[src/rtl/pwm_capture.sv]
// PWM period / high-time capture: synchronizes pwm_in, measures rise-to-rise
// interval and high duration in clk cycles, and flags a missing edge as a timeout.
module pwm_capture #(
    parameter int CNT_W   = 16,
    parameter int MAX_CNT = 65535
) (
    input  logic             clk,
    input  logic             reset,
    input  logic             pwm_in,
    output logic [CNT_W-1:0] period,
    output logic [CNT_W-1:0] high_time,
    output logic             valid,
    output logic             timeout,
    output logic             level,
    output logic             locked
);

    localparam logic [0:0] IDLE    = 1'b0;
    localparam logic [0:0] MEASURE = 1'b1;

    localparam logic [CNT_W-1:0] MAX_V = CNT_W'(MAX_CNT);
    localparam logic [CNT_W-1:0] ONE   = CNT_W'(1);

    logic [0:0]       state;
    logic             s1;
    logic             s2;
    logic             s3;
    logic [CNT_W-1:0] cnt;
    logic [CNT_W-1:0] hcnt;
    logic             rise;

    assign rise   = s2 & ~s3;
    assign locked = (state == MEASURE);

    // A rise always closes the current measurement, so it takes priority over
    // the timeout check when both happen at cnt == MAX_CNT.
    always_ff @(posedge clk) begin
        if (!reset) begin
            state     <= IDLE;
            s1        <= 1'b0;
            s2        <= 1'b0;
            s3        <= 1'b0;
            cnt       <= '0;
            hcnt      <= '0;
            period    <= '0;
            high_time <= '0;
            valid     <= 1'b0;
            timeout   <= 1'b0;
            level     <= 1'b0;
        end else begin
            s1      <= pwm_in;
            s2      <= s1;
            s3      <= s2;
            valid   <= 1'b0;
            timeout <= 1'b0;
            case (state)
                IDLE: begin
                    if (rise) begin
                        state <= MEASURE;
                        cnt   <= ONE;
                        hcnt  <= ONE;
                    end
                end
                MEASURE: begin
                    if (rise) begin
                        period    <= cnt;
                        high_time <= hcnt;
                        valid     <= 1'b1;
                        cnt       <= ONE;
                        hcnt      <= ONE;
                    end else if (cnt == MAX_V) begin
                        timeout   <= 1'b1;
                        level     <= s2;
                        period    <= '0;
                        high_time <= '0;
                        state     <= IDLE;
                    end else begin
                        cnt <= cnt + ONE;
                        if (s2) begin
                            hcnt <= hcnt + ONE;
                        end
                    end
                end
                default: state <= IDLE;
            endcase
        end
    end

endmodule

[config.mk]
export PLATFORM = sky130hd
export DESIGN_NAME = pwm_capture
export DESIGN_NICKNAME = d
export VERILOG_FILES = /design/src/rtl/pwm_capture.sv
export SDC_FILE = /design/constraint.sdc
export NUM_CORES = 1
export LEC_CHECK = 0
export ABC_CLOCK_PERIOD_IN_PS = 2000
export CORE_MARGIN = 2
export CORE_UTILIZATION = 48
export DETAILED_ROUTE_END_ITERATION = 10
export PLACE_DENSITY = 0.76
export SLEW_MARGIN = 20
export SYNTH_ARGS = -nofsm -noshare
export SYNTH_HDL_FRONTEND = slang
export SYNTH_SLANG_ARGS = --single-unit
[constraint.sdc]
create_clock -name clk -period 2 [get_ports clk]
set_clock_uncertainty 0.15 [all_clocks]
set_input_delay 0.3 -clock clk [delete_from_list [all_inputs] [get_ports clk]]
set_output_delay 0.3 -clock clk [all_outputs]
set_load 0.01 [all_outputs]
==> impl_metrics.csv <==
group,metric,value,unit
critical_path,cp_max_fo,8,
logic_synthesis,synth.most_common_cell,"dfxtp_1",
drt,wl,6.70,mm
cts,cts_made_buffers,9,
global_routing,grt_antenna_before_repair,0,
logic_synthesis,synth.largest_area_cell,"dfxtp_1",
layout,n_antenna_cell,0,
sta,slew_headroom,0.677,
drt,routed_via_density,5.71,
floorplanning,core_area,5570,um^2
drt,wl_per_cell,15.5,um
sta,worst_pin_slew,0.478,ns
sta,hold_viol_final,0,
critical_path,crit_type,"flop to flop",
cts,clk_latency,0.34,ns
drt,drt-initial-drc-count,186,
floorplanning,io_pins,39,
sta,drv_slew,0,
run_status,run_status,"finished clean",
logic_synthesis,synth_nets,292,
global_routing,grt_max_degree,19,
floorplanning,initial_core_util,0.505,
layout,final_cell_count_no_fill,433,
logic_synthesis,netlist_area,2810,um^2
critical_path,cp_num_buf_inv,1,
critical_path,cpPeakStageDelay,0.67,ns
floorplanning,fp-row-count,27,
sta,fin_crit_sh,0.987,
critical_path,critPathRequiredTime,2.09,ns
logic_synthesis,synth.distinct_cells,44,
logic_synthesis,synthFlopType,"dfxtp_1",
logic_synthesis,postSynthCellCount,287,
logic_synthesis,async_flop_share,0,
cts,cts_tree,"done",
critical_path,critPathLaunchType,"flop",
floorplanning,die_h,80.6,um
critical_path,worst_path_dominant_cell_family,"simple AND/OR/NAND/NOR gates",
floorplanning,die_area,6490,um^2
drt,ant_nets,0,
global_routing,grt-ovfl-total,0,
cts,clock-sinks,71,
drt,via_count,2471,
cts,clock_path_buffers,2,
layout,drive_above_1_share,0.183,
sta,setup_viol,0,
logic_synthesis,ys_top_cells_by_area,"dfxtp_1 (51%), a22o_1 (10%), xnor2_1 (3.4%), nor2_1 (3.1%), nand2_1 (2.7%)",
logic_synthesis,synth.top_cells.by_count,"dfxtp_1 (71), a22o_1 (32), nor2_1 (23)",
power_and_ir_drop,p_leak,1.43,nW
global_routing,grt_pass1_wl,10.8,mm
layout,nNetsFinal,363,
power_and_ir_drop,power_density,695,nW/um^2
layout,fin_util,0.666,
logic_synthesis,yosys_warnings,0,
cts,ctsRootBufferMaster,"clkbuf_8",
critical_path,cp_slowest_cell,"or4_4",
sta,fmax,0.506,GHz
placed_design,gp_congestion,0.925,
placed_design,port_buffers,38,
logic_synthesis,ys_seq_area_frac,0.505,
logic_synthesis,synth_seq_cells,71,
drt,dr.pass1.iters,4,
logic_synthesis,syn_avg_cell_area,9.80,um^2
min_path,min_path_type,"flop to flop",
logic_synthesis,synth_edf_count,0,
logic_synthesis,yosys.area.top_type_share,0.505,
placed_design,dpl.hpwl,4.51,mm
critical_path,rrSetupSlack,0.03,ns
drt,drc,0,
global_routing,grt_pass1_vias,2309,
critical_path,critPathArrivalTime,2.06,ns
layout,syn_to_final_growth,31.9,%
global_routing,grt_usage,0.216,
cts,cts_max_level,3,
critical_path,crit_chain,"nand4_1 -> or4_4 -> buf_6 -> nand3_1 -> xor2_1 -> nor2_1",
power_and_ir_drop,max-vdd-ir-drop,0.484,mV
sta,period_needed,1.97,ns
flow_run,drv_cap,0,
placed_design,placed_cells,412,
critical_path,worstSetupEndpointType,"flop",
cts,cts.clk_slew.worst_paths,0.07,ns
floorplanning,die_w,80.6,um
## final timing paths
check	start	to	cells after the start
setup / recovery	cnt[3]	cnt[3]	6
hold reg to reg	s1	s2	1
hold / removal	s1	s2	1
setup reg to reg	cnt[3]	cnt[3]	6
## layer usage
| layer | track usage | up-vias | routed length (um) |
|---|---|---|---|
| li1 | - | 1207 | - |
| met1 | 0.289 | 1170 | 3160 |
| met2 | 0.332 | 82 | 3040 |
| met3 | 0.0629 | 12 | 354 |
| met4 | 0.0780 | 0 | 148 |
| met5 | 0 | - | 0 |
## layout make-up
class                      instances  area, um^2
clock buffer                      14         183
tap                               72        90.1
sequential                        71        1430
timing repair buffer              77         689
inverter                           4        15.0
fill                             459        1860
multi-input combinational        195        1310
## timing repair
item,CTS,global route
resized for setup,0,12
hold buffers,0,0
buffers inserted,0,7
setup endpoints to repair,0,41
## stage by stage
stage               worst slack [ns]  hold WS [ns]  instance area, um^2  TNS [ns]  power, W
floorplan                      0.130         0.262                 2810         0   0.00151
global placement              0.0789         0.265                 3440         0   0.00155
detailed placement            0.0226         0.276                 3440         0   0.00155
CTS                           0.0138         0.292                 3620         0   0.00260
global route                 -0.0583         0.318                 3710    -0.199   0.00267
finish                        0.0252         0.288                 3710         0   0.00258
## registers in the layout, summed over array words and instances, names as in the netlist, 16 cells and up
name       flops
period        16
high_time     16
hcnt          16
cnt           16
## power by group
group	internal, W	total [W]	switching (W)
combinational	0.0000378	0.0000956	0.0000578
clock	0.000573	0.00105	0.000482
sequential	0.00142	0.00143	0.00000654
total	0.00203	0.00258	0.000546
## cells in the final DEF, fill, tap and decap left out, types with 3 or more instances in the layout
master           count
dfxtp_1             66
clkdlybuf4s50_1     38
buf_4               37
a22o_1              32
nor2_1              23
nand2_1             20
nand3_1             14
clkbuf_8            13
xnor2_1             11
and3_1               9
nand4_1              9
o21ai_0              7
a31oi_1              6
xor2_1               6
a21oi_1              5
nor3_1               5
nor4_1               5
dfxtp_2              5
inv_1                4
and2_1               4
and4_1               4
or3_1                3
nor4b_1              3
## logic make-up after synthesis
family | synth area share
buf+inv | 0.0396
xor+xnor | 0.0529
fa+ha+maj | 0.00889
simple gates | 0.213
flops | 0.505
mux | 0.00356
compound gates | 0.177
(Power assumes the default switching activity.)
